`src/rtl/pipeline_hazard_controller_if.sv`:
```
// Purpose : bundles the hazard-detection inputs and the stall/flush/forward
//           controls exchanged between the pipeline datapath and the hazard
//           controller.
// Ports   : master = datapath side (drives stage info, receives controls);
//           slave  = hazard controller (receives stage info, drives controls).
interface pipeline_hazard_controller_if #(
  parameter int REG_ADDR_WIDTH = 5
);
  // Stage register numbers
  logic [REG_ADDR_WIDTH-1:0] RsD, RtD, RsE, RtE;
  logic [REG_ADDR_WIDTH-1:0] WriteRegE, WriteRegM, WriteRegW;
  // Stage control bits
  logic RegWriteE, RegWriteM, RegWriteW;
  logic MemtoRegE, MemtoRegM;
  logic BranchD, PCSrcD;
  logic MemReqM, MemReadyM;
  // Controls back to the datapath
  logic StallF, StallD, StallE, StallM;
  logic FlushD, FlushE;
  logic [1:0] ForwardAE, ForwardBE;
  logic ForwardAD, ForwardBD;
  logic MemTimeoutErr;

  modport master (
    output RsD, RtD, RsE, RtE, WriteRegE, WriteRegM, WriteRegW,
    output RegWriteE, RegWriteM, RegWriteW, MemtoRegE, MemtoRegM,
    output BranchD, PCSrcD, MemReqM, MemReadyM,
    input  StallF, StallD, StallE, StallM, FlushD, FlushE,
    input  ForwardAE, ForwardBE, ForwardAD, ForwardBD, MemTimeoutErr
  );

  modport slave (
    input  RsD, RtD, RsE, RtE, WriteRegE, WriteRegM, WriteRegW,
    input  RegWriteE, RegWriteM, RegWriteW, MemtoRegE, MemtoRegM,
    input  BranchD, PCSrcD, MemReqM, MemReadyM,
    output StallF, StallD, StallE, StallM, FlushD, FlushE,
    output ForwardAE, ForwardBE, ForwardAD, ForwardBD, MemTimeoutErr
  );
endinterface

```
`src/rtl/pipeline_hazard_controller.sv`:
```
// Purpose : hazard unit for a 5-stage pipeline: operand forwarding, load-use
//           and branch stalls, and a memory-wait FSM with timeout error.
// Latency : forward/stall/flush outputs are combinational from the current
//           inputs and FSM state; the FSM and counters update on CLK.
// Ports   : CLK, RST (sync, active-high); hz (slave modport) carries all
//           stage info in and stall/flush/forward controls out.
//           Optional macro HAZARD_PERF_CNT_EN adds StallCount/FlushCount.
module pipeline_hazard_controller #(
  parameter int REG_ADDR_WIDTH = 5,
  parameter int MEM_TIMEOUT    = 15,
  parameter int CNT_WIDTH      = 32
) (
  input  logic                        CLK,
  input  logic                        RST,
  pipeline_hazard_controller_if.slave hz
`ifdef HAZARD_PERF_CNT_EN
  ,
  output logic [CNT_WIDTH-1:0]        StallCount,
  output logic [CNT_WIDTH-1:0]        FlushCount
`endif
);

  localparam int CW = $clog2(MEM_TIMEOUT + 1);
  localparam logic [CW-1:0] TIMEOUT_VAL = CW'(MEM_TIMEOUT);

  typedef enum logic [1:0] {
    RUN      = 2'd0,
    MEM_WAIT = 2'd1,
    ERROR    = 2'd2
  } state_e;

  state_e        state_q, state_d;
  logic [CW-1:0] cnt_q, cnt_d;

  logic [REG_ADDR_WIDTH-1:0] rs_d, rt_d, rs_e, rt_e;
  assign rs_d = hz.RsD;
  assign rt_d = hz.RtD;
  assign rs_e = hz.RsE;
  assign rt_e = hz.RtE;

  logic memstall, lwstall, brstall, any_stall;
  logic stall_f, flush_d, flush_e;

  // State register
  always_ff @(posedge CLK) begin
    if (RST) begin
      state_q <= RUN;
      cnt_q   <= '0;
    end else begin
      state_q <= state_d;
      cnt_q   <= cnt_d;
    end
  end

  // Next-state logic
  always_comb begin
    state_d = state_q;
    cnt_d   = cnt_q;
    case (state_q)
      RUN: begin
        if (hz.MemReqM && !hz.MemReadyM) begin
          state_d = MEM_WAIT;
          cnt_d   = CW'(1);
        end
      end
      MEM_WAIT: begin
        if (hz.MemReadyM) begin
          state_d = RUN;
          cnt_d   = '0;
        end else if (cnt_q == TIMEOUT_VAL) begin
          state_d = ERROR;
        end else begin
          cnt_d = cnt_q + CW'(1);
        end
      end
      ERROR:   state_d = ERROR;  // only RST leaves ERROR
      default: begin
        state_d = RUN;
        cnt_d   = '0;
      end
    endcase
  end

  // Output logic: hazard detection and control generation
  always_comb begin
    // The RUN term lets a same-cycle MemReadyM cost zero stall cycles.
    memstall = ((state_q == RUN) && hz.MemReqM && !hz.MemReadyM) ||
               (state_q == MEM_WAIT) || (state_q == ERROR);
    lwstall  = hz.MemtoRegE && ((rt_e == rs_d) || (rt_e == rt_d));
    brstall  = hz.BranchD &&
               ((hz.RegWriteE && ((hz.WriteRegE == rs_d) || (hz.WriteRegE == rt_d))) ||
                (hz.MemtoRegM && ((hz.WriteRegM == rs_d) || (hz.WriteRegM == rt_d))));
    any_stall = memstall || lwstall || brstall;

    hz.MemTimeoutErr = (state_q == ERROR);

    if (RST) begin
      // Bubble into Execute while the pipeline is being reset.
      hz.StallF    = 1'b0;
      hz.StallD    = 1'b0;
      hz.StallE    = 1'b0;
      hz.StallM    = 1'b0;
      hz.FlushD    = 1'b0;
      hz.FlushE    = 1'b1;
      hz.ForwardAE = 2'b00;
      hz.ForwardBE = 2'b00;
      hz.ForwardAD = 1'b0;
      hz.ForwardBD = 1'b0;
    end else begin
      hz.StallF = any_stall;
      hz.StallD = any_stall;
      hz.StallE = memstall;
      hz.StallM = memstall;
      // Never insert a bubble while downstream stages are frozen.
      hz.FlushE = (lwstall || brstall) && !memstall;
      hz.FlushD = hz.PCSrcD && !any_stall;

      // Memory stage has priority: it holds the younger result.
      if ((rs_e != '0) && hz.RegWriteM && (hz.WriteRegM == rs_e))      hz.ForwardAE = 2'b10;
      else if ((rs_e != '0) && hz.RegWriteW && (hz.WriteRegW == rs_e)) hz.ForwardAE = 2'b01;
      else                                                            hz.ForwardAE = 2'b00;

      if ((rt_e != '0) && hz.RegWriteM && (hz.WriteRegM == rt_e))      hz.ForwardBE = 2'b10;
      else if ((rt_e != '0) && hz.RegWriteW && (hz.WriteRegW == rt_e)) hz.ForwardBE = 2'b01;
      else                                                            hz.ForwardBE = 2'b00;

      hz.ForwardAD = (rs_d != '0) && hz.RegWriteM && (hz.WriteRegM == rs_d);
      hz.ForwardBD = (rt_d != '0) && hz.RegWriteM && (hz.WriteRegM == rt_d);
    end
  end

  assign stall_f = hz.StallF;
  assign flush_d = hz.FlushD;
  assign flush_e = hz.FlushE;

`ifdef HAZARD_PERF_CNT_EN
  logic [CNT_WIDTH-1:0] stall_cnt_q, stall_cnt_d;
  logic [CNT_WIDTH-1:0] flush_cnt_q, flush_cnt_d;

  // Saturating event counters
  always_comb begin
    stall_cnt_d = stall_cnt_q;
    flush_cnt_d = flush_cnt_q;
    if (stall_f && (stall_cnt_q != '1))
      stall_cnt_d = stall_cnt_q + CNT_WIDTH'(1);
    if ((flush_d || flush_e) && (flush_cnt_q != '1))
      flush_cnt_d = flush_cnt_q + CNT_WIDTH'(1);
  end

  always_ff @(posedge CLK) begin
    if (RST) begin
      stall_cnt_q <= '0;
      flush_cnt_q <= '0;
    end else begin
      stall_cnt_q <= stall_cnt_d;
      flush_cnt_q <= flush_cnt_d;
    end
  end

  assign StallCount = stall_cnt_q;
  assign FlushCount = flush_cnt_q;
`else
  logic unused_ok;
  assign unused_ok = &{1'b0, stall_f, flush_d, flush_e};
`endif

endmodule

```
`src/flat_wrapper.sv`:
```
// flat-port wrapper written by rule: the top's interface ports become plain ports
module pipeline_hazard_controller_flat 
#(
  parameter int REG_ADDR_WIDTH = 5,
  parameter int MEM_TIMEOUT    = 15,
  parameter int CNT_WIDTH      = 32
)
  (CLK, RST, hz_RsD, hz_RtD, hz_RsE, hz_RtE, hz_WriteRegE, hz_WriteRegM, hz_WriteRegW, hz_RegWriteE, hz_RegWriteM, hz_RegWriteW, hz_MemtoRegE, hz_MemtoRegM, hz_BranchD, hz_PCSrcD, hz_MemReqM, hz_MemReadyM, hz_StallF, hz_StallD, hz_StallE, hz_StallM, hz_FlushD, hz_FlushE, hz_ForwardAE, hz_ForwardBE, hz_ForwardAD, hz_ForwardBD, hz_MemTimeoutErr);
  pipeline_hazard_controller_if #(.REG_ADDR_WIDTH(REG_ADDR_WIDTH)) hz_i ();
  input  logic CLK;
  input  logic RST;
  input wire logic [$bits(hz_i.RsD)-1:0] hz_RsD;
  input wire logic [$bits(hz_i.RtD)-1:0] hz_RtD;
  input wire logic [$bits(hz_i.RsE)-1:0] hz_RsE;
  input wire logic [$bits(hz_i.RtE)-1:0] hz_RtE;
  input wire logic [$bits(hz_i.WriteRegE)-1:0] hz_WriteRegE;
  input wire logic [$bits(hz_i.WriteRegM)-1:0] hz_WriteRegM;
  input wire logic [$bits(hz_i.WriteRegW)-1:0] hz_WriteRegW;
  input wire logic [$bits(hz_i.RegWriteE)-1:0] hz_RegWriteE;
  input wire logic [$bits(hz_i.RegWriteM)-1:0] hz_RegWriteM;
  input wire logic [$bits(hz_i.RegWriteW)-1:0] hz_RegWriteW;
  input wire logic [$bits(hz_i.MemtoRegE)-1:0] hz_MemtoRegE;
  input wire logic [$bits(hz_i.MemtoRegM)-1:0] hz_MemtoRegM;
  input wire logic [$bits(hz_i.BranchD)-1:0] hz_BranchD;
  input wire logic [$bits(hz_i.PCSrcD)-1:0] hz_PCSrcD;
  input wire logic [$bits(hz_i.MemReqM)-1:0] hz_MemReqM;
  input wire logic [$bits(hz_i.MemReadyM)-1:0] hz_MemReadyM;
  output wire logic [$bits(hz_i.StallF)-1:0] hz_StallF;
  output wire logic [$bits(hz_i.StallD)-1:0] hz_StallD;
  output wire logic [$bits(hz_i.StallE)-1:0] hz_StallE;
  output wire logic [$bits(hz_i.StallM)-1:0] hz_StallM;
  output wire logic [$bits(hz_i.FlushD)-1:0] hz_FlushD;
  output wire logic [$bits(hz_i.FlushE)-1:0] hz_FlushE;
  output wire logic [$bits(hz_i.ForwardAE)-1:0] hz_ForwardAE;
  output wire logic [$bits(hz_i.ForwardBE)-1:0] hz_ForwardBE;
  output wire logic [$bits(hz_i.ForwardAD)-1:0] hz_ForwardAD;
  output wire logic [$bits(hz_i.ForwardBD)-1:0] hz_ForwardBD;
  output wire logic [$bits(hz_i.MemTimeoutErr)-1:0] hz_MemTimeoutErr;
  assign hz_i.RsD = hz_RsD;
  assign hz_i.RtD = hz_RtD;
  assign hz_i.RsE = hz_RsE;
  assign hz_i.RtE = hz_RtE;
  assign hz_i.WriteRegE = hz_WriteRegE;
  assign hz_i.WriteRegM = hz_WriteRegM;
  assign hz_i.WriteRegW = hz_WriteRegW;
  assign hz_i.RegWriteE = hz_RegWriteE;
  assign hz_i.RegWriteM = hz_RegWriteM;
  assign hz_i.RegWriteW = hz_RegWriteW;
  assign hz_i.MemtoRegE = hz_MemtoRegE;
  assign hz_i.MemtoRegM = hz_MemtoRegM;
  assign hz_i.BranchD = hz_BranchD;
  assign hz_i.PCSrcD = hz_PCSrcD;
  assign hz_i.MemReqM = hz_MemReqM;
  assign hz_i.MemReadyM = hz_MemReadyM;
  assign hz_StallF = hz_i.StallF;
  assign hz_StallD = hz_i.StallD;
  assign hz_StallE = hz_i.StallE;
  assign hz_StallM = hz_i.StallM;
  assign hz_FlushD = hz_i.FlushD;
  assign hz_FlushE = hz_i.FlushE;
  assign hz_ForwardAE = hz_i.ForwardAE;
  assign hz_ForwardBE = hz_i.ForwardBE;
  assign hz_ForwardAD = hz_i.ForwardAD;
  assign hz_ForwardBD = hz_i.ForwardBD;
  assign hz_MemTimeoutErr = hz_i.MemTimeoutErr;
  pipeline_hazard_controller #(.REG_ADDR_WIDTH(REG_ADDR_WIDTH), .MEM_TIMEOUT(MEM_TIMEOUT), .CNT_WIDTH(CNT_WIDTH)) u_core (.CLK(CLK), .RST(RST), .hz(hz_i));
endmodule
```
`config.mk`:
```
export PLATFORM = sky130hd
export DESIGN_NAME = pipeline_hazard_controller_flat
export DESIGN_NICKNAME = d
export VERILOG_FILES = /design/src/rtl/pipeline_hazard_controller_if.sv /design/src/rtl/pipeline_hazard_controller.sv /design/src/flat_wrapper.sv
export SDC_FILE = /design/constraint.sdc
export NUM_CORES = 1
export LEC_CHECK = 0
export ABC_AREA = 1
export CORE_ASPECT_RATIO = 1.25
export CORE_MARGIN = 5
export CORE_UTILIZATION = 35
export CTS_CLUSTER_SIZE = 20
export DETAILED_ROUTE_END_ITERATION = 8
export PLACE_DENSITY_LB_ADDON = 0.05
export SETUP_SLACK_MARGIN = 0.05
export SLEW_MARGIN = 20
export SYNTH_ARGS = -nofsm -noshare
export SYNTH_HDL_FRONTEND = slang
export SYNTH_SLANG_ARGS = --single-unit
```
`constraint.sdc`:
```
create_clock -name CLK -period 1.55 [get_ports CLK]
set_clock_uncertainty 0.15 [all_clocks]
set_input_delay 0.31 -clock CLK [delete_from_list [all_inputs] [get_ports CLK]]
set_output_delay 0.31 -clock CLK [all_outputs]
set_load 0.01 [all_outputs]
```
## Word level (Yosys, flattened, before mapping)

Index checks and enable logic that the tools add are counted.

- Bits in registers: 6
- Latch bits: 0
- Memory bits (writable): 0
- ROM bits: 0
- Word-level logic and storage cells: 80
- Memories: 0

- $add $sub $neg: 1
- Multiply operators: 0
- Divide/modulo/power cells: 0
- Magnitude comparators: 0
- Equality and inequality tests: 16
- Shift-type cells: 0
- Muxes and demuxes: 20
- Bitwise logic cells: 1
- Reduce and logical (&&, ||, !) cells: 40

Operators by type and width:

| operator | count |
|---|---|
| equality test 5 bit | 10 |
| logical AND 1 bit | 21 |
| nonzero test 5 bit | 4 |
| two-way mux 2 bit | 7 |
| two-way mux 4 bit | 3 |
| case mux 4 bit (3 select lines) | 1 |
| logical OR 1 bit | 9 |
| two-way mux 1 bit | 8 |
| case mux 2 bit (3 select lines) | 1 |
| adder 4 x 1 -> 4 bit (second input constant) | 1 |
| equality test 4 bit (second input constant) | 1 |
| logical NOT 1 bit | 3 |
| inequality test 3 x 2 -> 1 bit (second input constant) | 1 |
| inequality test 3 bit (second input constant) | 1 |
| AND reduction 3 bit | 1 |
| equality test 2 x 1 -> 1 bit (second input constant) | 1 |
| equality test 2 bit (second input constant) | 1 |
| logical NOT 2 bit | 1 |
| inequality test 2 x 1 -> 1 bit (second input constant) | 1 |
| AND reduction 2 bit | 1 |
| NOT 1 bit | 1 |

## Logic depth before layout (Yosys ltp)

Gate-level depths: netlist of the first run.

- Word-level depth: 10
- Mapped depth: 11
- Mapped depth without buffers: 11

## Worst setup path after synthesis of the first run

OpenSTA, ideal clock, no wires.

- Path kind: input to output
- From: in hz_RtE[0]
- To: out hz_StallF
- Arrival time: 1335 ps
- Required time: 1090 ps
- Path slack: -245 ps
- Stages: 10
- Buffers on the path: 2
- Path through: buf_2 > inv_1 > nand2_1 > nand2_1 > a21oi_1 > nand3_1 > nand2_1 > a21oi_1 > a21oi_1 > buf_4

- Word-level cells in the longest chain between the ends: 6

RTL lines:

| item | line | text |
|---|---|---|
| start, declared | flat_wrapper.sv:15 | `input wire logic [$bits(hz_i.RtE)-1:0] hz_RtE;` |
| equality test 5 bit | pipeline_hazard_controller.sv:89 | `lwstall = hz.MemtoRegE && ((rt_e == rs_d) \|\| (rt_e == rt_d));` |
| logical OR 1 bit (*) | pipeline_hazard_controller.sv:89 |  |
| logical AND 1 bit (*) | pipeline_hazard_controller.sv:89 |  |
| logical OR 1 bit (*) (2 in a row) | pipeline_hazard_controller.sv:93 | `any_stall = memstall \|\| lwstall \|\| brstall;` |
| two-way mux 1 bit (*) | n/a |  |
| end, declared | flat_wrapper.sv:28 | `output wire logic [$bits(hz_i.StallF)-1:0] hz_StallF;` |

Mark *: on every way between the ends. The rest lies on a longest branch, timed or not.

## Worst setup path in the final report of the first run

- From: in hz_RtD[3]
- To: out hz_FlushD

- Word-level cells in the longest chain between the ends: 9

RTL lines:

| item | line | text |
|---|---|---|
| start, declared | flat_wrapper.sv:13 | `input wire logic [$bits(hz_i.RtD)-1:0] hz_RtD;` |
| equality test 5 bit (on tied branches) | pipeline_hazard_controller.sv:91, pipeline_hazard_controller.sv:92 |  |
| logical OR 1 bit (on tied branches) | pipeline_hazard_controller.sv:91, pipeline_hazard_controller.sv:92 |  |
| logical AND 1 bit (on tied branches) | pipeline_hazard_controller.sv:91, pipeline_hazard_controller.sv:92 |  |
| logical OR 1 bit | pipeline_hazard_controller.sv:91 | `((hz.RegWriteE && ((hz.WriteRegE == rs_d) \|\| (hz.WriteRegE == rt_d))) \|\|` |
| logical AND 1 bit | pipeline_hazard_controller.sv:90 | `brstall = hz.BranchD &&` |
| logical OR 1 bit (*) | pipeline_hazard_controller.sv:93 |  |
| logical NOT 1 bit (*) | pipeline_hazard_controller.sv:116 | `hz.FlushD = hz.PCSrcD && !any_stall;` |
| logical AND 1 bit (*) | pipeline_hazard_controller.sv:116 |  |
| two-way mux 1 bit (*) | pipeline_hazard_controller.sv:97 | `if (RST) begin` |
| end, declared | flat_wrapper.sv:32 | `output wire logic [$bits(hz_i.FlushD)-1:0] hz_FlushD;` |

Marks and branches as above.

==> results of run 1 <==
-- through the flow --
step / hold WS, ns / instances
6_report: 0.362 / 385
5_1_grt: 0.416 / 385
4_1_cts: 0.359 / 382
3_5_place_dp: 0.334 / 376
3_3_place_gp: 0.329 / 376
2_1_floorplan: 0.308 / 241
-- per-layer routing --
metal	track usage, %	routed length, um
met5	0	0
met4	9.13	146
met3	2.36	168
met2	38.4	2820
met1	20.4	1710
-- worst paths after layout --
path         slack (ns)  cells after the start               to
max               -0.30                      9        hz_FlushD
min                0.36                      2  u_core.cnt_q[1]
max reg2reg        0.11                      8  u_core.cnt_q[3]
min reg2reg        0.36                      2  u_core.cnt_q[1]
-- power by group through the flow --
stage | registers (mW) | logic [mW] | clock network, mW
after floorplan | 0.182 | 0.277 | 0
after global placement | 0.180 | 0.603 | 0
after CTS | 0.182 | 0.662 | 0.247
after global routing | 0.184 | 0.799 | 0.254
after detailed placement | 0.181 | 0.607 | 0
final | 0.182 | 0.732 | 0.246
-- flip-flops by register name, summed over array words and instances, names as in the netlist --
signal and count:
u_core.state_q 2, u_core.cnt_q 4
-- placed cells by master (no fill, tap or decap), types with 2 or more instances in the layout --
cell type / synthesis / layout
buf_4: 2 / 50
dfxtp_1: 6 / 4
inv_2: 8 / 17
nor2_1: 27 / 22
a21oi_4: 0 / 2
a21oi_2: 0 / 7
clkdlybuf4s50_1: 0 / 5
nor2_4: 0 / 3
xnor2_2: 0 / 3
nor2_2: 1 / 3
nand3_1: 15 / 8
nand4_1: 2 / 2
nand3_4: 0 / 2
a311oi_2: 0 / 2
nand2_1: 87 / 73
nor3_2: 0 / 5
clkbuf_8: 0 / 3
buf_6: 0 / 22
o21ai_0: 2 / 2
nand2_4: 0 / 5
xnor2_1: 9 / 6
xor2_2: 0 / 3
nor3_1: 8 / 2
nand3_2: 0 / 5
buf_2: 4 / 18
dlygate4sd2_1: 0 / 8
inv_1: 32 / 22
a21oi_1: 14 / 5
nand2_2: 1 / 10
clkdlybuf4s15_1: 0 / 3
o22ai_2: 0 / 2
xor2_1: 10 / 7
-- critical path: cells and delay by family --
family,cells,cell delay (ns)
buffers and inverters,3,0.41
and+or+nand+nor,4,0.37
AOI/OAI and AO/OA,1,0.19
xor gates and xnor gates,1,0.11
-- cell type report --
class	count	area [sq um]	share of cell area, %
flip-flops and latches	6	125	5.01
well taps	39	48.8	1.95
clock buffers	3	41.3	1.65
multi-input cells	188	1230	49.3
repair buffers	109	896	35.9
inverters	40	155	6.22
-- repair_timing --
item,in CTS,in global routing
buffers inserted,4,4
gates resized for setup,241,56
setup endpoints to repair,18,18
hold endpoints to repair,0,0
gates cloned,0,0
pin swaps,39,48
-- kinds of logic (layout without fill, tap and decap cells) --
kind of cell / count (synthesis) / in the layout
adder cells (fa/ha/maj): 1 / 1
flip-flops: 6 / 6
AO/OA/AOI/OAI: 24 / 24
XOR/XNOR: 19 / 19
buffers and inverters: 47 / 152
AND/OR/NAND/NOR: 144 / 144
==> results.toml, run 1 <==
[logic_synthesis]
synth_fa_ha_area_share_pct = 1.03
synth-async-reset-ratio_pct = 0
ys_warn_count = 0
synth_top_family_by_area = "simple AND/OR/NAND/NOR gates"
synth_flop_cell = "dfxtp_1"
synthCells = 241
synth-simple-area-share_pct = 48.3
synthMuxAreaShare_pct = 0
synth_area_leaders = "nand2_1 (27%), dfxtp_1 (9.9%), inv_1 (9.9%)"
synth_common_cells = "nand2_1 (87), inv_1 (32), nor2_1 (27)"
synth_compound_gate_area_share_pct = 11.7
synth-edff-count = 0
ys_types = 27
syn-cell-area_sq_um = 1220
synth_xor_area_share_pct = 13.7
synthesis.nets = 288
avgSynthCellArea_sq_um = 5.06
yosysSeqAreaShare_pct = 9.86
yosysTopAreaCell = "nand2_1"
synth_top_area_share_pct = 26.8
yosysMostFrequentCell = "nand2_1"
synth-seq-cells = 6

[grt]
antenna_found_initial = 0
grt_usage_pct = 19.8
grt_pass1_vias = 1880
grt_first_pass_wirelength_mm = 7.91
grt_overflow = 0
grt_max_degree = 6

[clock_tree]
cts_buffer_depth = 2
hold_buffers = 0
cts_tree = "built"
cts_root_buf = "clkbuf_8"
numClockSinks = 6
htreeDepth = 1
cts_made_buffers = 3
clkTransAtPathRegs_ns = 0.04
clk_latency_ns = 0.23

[placed_design]
placed_area_sq_um = 2170
gp_congestion = 0.871
hpwl_mm = 3.81
post-place-ws_ns = -1.20
io_buffers = 58

[min_path]
hold_path.startpoint = "u_core.cnt_q[1]"
hp-class = "flip-flop to flip-flop"

[power_and_ir_drop]
peakVddDrop_uv = 556
swShare_pct = 39.0
total_power_mw = 1.16
pwr-share-seq_pct = 15.7
leakagePower_nw = 1.35
power.density_nw_per_um2 = 465
switchingPower_uw = 452
combPwrFrac_pct = 63.1
clkPwrFrac_pct = 21.2
internal-power_uw = 707

[job]
drv_cap = 0

[worst_setup_path]
critPathSlowestCell = "a21oi_2"
cpMostUsedCell = "buf_4"
critical_path.max_stage_delay_ns = 0.19
cp.required_ns = 1.09
worst-setup-path-type = "input port to output pin"
cp_cell_sequence = "buf_4, buf_4, xnor2_1, nand3_1, nand2_2, a21oi_2, nand2_1, nor2_2, buf_2"
crit_path_start = "hz_RtD[3]"
cp-end-kind = "output pin"
crit_fanout = 4
start_kind = "input port"
r2r_start = "u_core.state_q[1]"
critPathArrivalTime_ns = 1.39

[finish]
areaGrowthSynthToFinish_pct = 105
drive_above_1_share_pct = 50.3
final_area_sq_um = 2500
diodes = 0
fillerInstances = 309
fin_nets = 395
fin_util_pct = 72.9

[timing]
relSlewSlack_pct = 80.8
tightest_slew_ns = 0.286
fmax_mhz = 542
finalSetupViolations = 12
min_period_ns = 1.85
min_period_over_period_pct = 119
grt_setup_unrepaired = "true"
fin_setup_tns_ns = -2.39
drv_slew = 0
hold_viol = 0
fin_ws_ns = -0.296

[outcome]
run_status = "complete, but fails checks"
violations = "setup timing"

[detailed_routing]
firstDrtPassIters = 4
viasPerCell = 4.79
ant_nets = 0
drc = 0
routed_wl_mm = 4.85
wl_per_cell_um = 12.6
vias = 1844
first_iter_violations = 30

[floorplanning]
initial_utilization_pct = 35.6
io_pins = 59
die_h_um = 76.0
die-area_sq_um = 4770
row_count = 24
core_area_sq_um = 3420
die_w_um = 62.8
(Power assumes the default switching activity.)
==> run 2: changes to the inputs <==
- ABC_AREA: 1 -> not set
- CAP_MARGIN: not set -> 20
- DONT_BUFFER_PORTS: not set -> 1
==> results.toml, run 2 <==
[logic_synthesis]
synth-async-reset-ratio_pct = 0
avgSynthCellArea_sq_um = 7.71
synth-seq-cells = 6
synthCells = 145
ys_warn_count = 0
yosysSeqAreaShare_pct = 10.7
synth-edff-count = 0
synth_flop_cell = "dfxtp_1"
synthesis.nets = 192
ys_types = 41
yosysMostFrequentCell = "xnor2_1"
yosysTopAreaCell = "xnor2_1"
synth_area_leaders = "xnor2_1 (28%), xor2_1 (13%), dfxtp_1 (11%)"
syn-cell-area_sq_um = 1120
synth_top_area_share_pct = 28.2
synth_common_cells = "xnor2_1 (36), xor2_1 (16), nand2_1 (12), nor2_1 (12), nand4_1 (7)"

[grt]
grt_overflow = 0
grt_max_degree = 15
grt_pass1_vias = 1160
grt_usage_pct = 15.4
antenna_found_initial = 0
grt_first_pass_wirelength_mm = 5.33

[finish]
areaGrowthSynthToFinish_pct = 41.6
reg_top3 = "u_core.cnt_q x4, u_core.state_q x2"
fin_util_pct = 50.5
largest_register = "u_core.cnt_q"
final_common_cell = "xnor2_1"
final_area_sq_um = 1580
drive_above_1_share_pct = 41.8
fin_nets = 202
diodes = 0
largest_reg_flops = 4
fillerInstances = 304
layout_common_cells = "xnor2_1 (33), xor2_1 (10), nand2_1 (10), buf_4 (10), nor2_1 (8)"

[floorplanning]
row_count = 23
die-area_sq_um = 4430
die_h_um = 73.2
io_pins = 59
initial_utilization_pct = 35.7
die_w_um = 60.6
core_area_sq_um = 3140

[detailed_routing]
wl_per_cell_um = 18.0
viasPerCell = 5.52
ant_nets = 0
first_iter_violations = 28
drc = 0
routed_wl_mm = 3.42
vias = 1048
firstDrtPassIters = 4

[worst_setup_path]
cp.depth = 5
crit_path_start = "hz_RsE[0]"
crit_buf_inv = 1
cp-end-kind = "output pin"
critPathArrivalTime_ns = 1.38
critPathSlowestCell = "or4_4"
reg2regPathDepth = 5
critical_path.max_stage_delay_ns = 0.53
crit_fanout = 3
r2r_end = "u_core.cnt_q[3]"
critPathTopFamily = "simple AND/OR/NAND/NOR gates"
r2r_slack_ns = -0.04
cp.required_ns = 1.09
cp_cell_sequence = "or4_4, nor2_4, nor4_2, nor4_2, buf_4"
setup.worst_path.end = "hz_ForwardAE[0]"
start_kind = "input port"
cpMostUsedCell = "nor4_2"
worst-setup-path-type = "input port to output pin"
r2r_start = "u_core.state_q[1]"

[job]
drv_cap = 0

[timing]
min_period_ns = 1.84
fin_ws_ns = -0.286
fmax_mhz = 545
relSlewSlack_pct = 77.3
drv_slew = 0
finalSetupViolations = 11
hold_viol = 0
grt_setup_unrepaired = "true"
tightest_slew_ns = 0.332
min_period_over_period_pct = 118

[outcome]
violations = "setup timing"
run_status = "complete, but fails checks"

[placed_design]
hpwl_mm = 2.77
gp_congestion = 0.759
io_buffers = 0
post-place-ws_ns = -0.316
placed_area_sq_um = 1320

[min_path]
hp-class = "input port to flip-flop"

[clock_tree]
numClockSinks = 6
clk_latency_ns = 0.22
cts_made_buffers = 3
htreeDepth = 1
cts_root_buf = "clkbuf_8"
cts_tree = "built"
cts_buffer_depth = 2
clkTransAtPathRegs_ns = 0.04

[power_and_ir_drop]
peakVddDrop_uv = 333
leakagePower_nw = 0.546
power.density_nw_per_um2 = 440
-- run 2: cell count changes in the layout (fill, tap and decap cells not counted), sizes merged, moves of 6 or more --
cell / before / now
buf: 91 / 13
nand2: 88 / 12
inv: 40 / 2
xnor2: 9 / 36
nor2: 28 / 14
a21oi: 14 / 1
nand3: 15 / 2
dlygate4sd2: 8 / 0
nor3: 8 / 2
xor2: 10 / 16
-- run 2: kinds of logic (layout without fill, tap and decap cells) --
kind of cell	count (synthesis)	in the layout	share of synthesized area, %
flops	6	6	10.7
buf+inv	11	19	5.59
fa+ha+maj	1	1	1.12
compound gates	16	16	11.6
simple gates	59	59	30.2
xor+xnor	52	52	40.7
-- run 2: worst min path at each step --
stage | from | depth (start not counted) | end | slack, ns
final | RST | 1 | u_core.cnt_q[1] | 0.02
after global routing | RST | 1 | u_core.cnt_q[0] | 0.008
after CTS | RST | 1 | u_core.state_q[1] | 0.0009
after detailed placement | RST | 1 | u_core.state_q[1] | 0.23
after global placement | RST | 1 | u_core.state_q[1] | 0.23
after floorplan | RST | 1 | u_core.state_q[0] | 0.25
-- run 2: worst reg2reg max path: stages (launching register included) --
cell and delay, ns:
dfxtp_2 0.34, or3b_4 0.40, a22oi_4 0.24, nand4_1 0.15
xor2_1 0.15, nor2_1 0.05
-- run 2: stage by stage --
stage	power (mW)	setup TNS, ns	std cells	hold WS [ns]
global route	0.740	-2.50	190	0.00808
CTS	0.675	-1.47	189	0.000935
global placement	0.408	-2.11	184	0.230
finish	0.698	-1.57	190	0.0180
detailed placement	0.410	-2.01	184	0.232
floorplan	0.409	-1.34	145	0.249
-- run 2: timing repair --
action                                  4_1_cts  5_1_grt
endpoints found under the setup margin       16       17
cloned                                        0        0
setup buffers                                 2        0
pin swaps                                    17       12
hold buffers                                  0        1
resized for setup                            20       13
endpoints found under the hold margin         0        1
-- run 2: final cells by class --
class	count	area [sq um]	share of cell area [%]
Tap cell	37	46.3	2.92
Multi-Input combinational cell	128	1240	78.4
Clock buffer	3	41.3	2.61
Timing Repair Buffer	14	119	7.50
Sequential cell	6	125	7.90
Inverter	2	10.0	0.632
-- run 2: where the power goes --
part	total, mW	leakage [nW]	internal (mW)	switching, mW
clock network	0.235	0.0216	0.167	0.0678
registers	0.165	0.0502	0.161	0.00454
logic	0.298	0.475	0.179	0.119
total	0.698	0.546	0.506	0.191
-- run 2: layer usage --
layer  track usage (%)  wire length [um]  up-vias
met3              6.37               342        2
li1                  -                 -      515
met2              29.0              1850       39
met1              15.1              1200      492
met4              3.61                21        0
met5                 0                 0        -
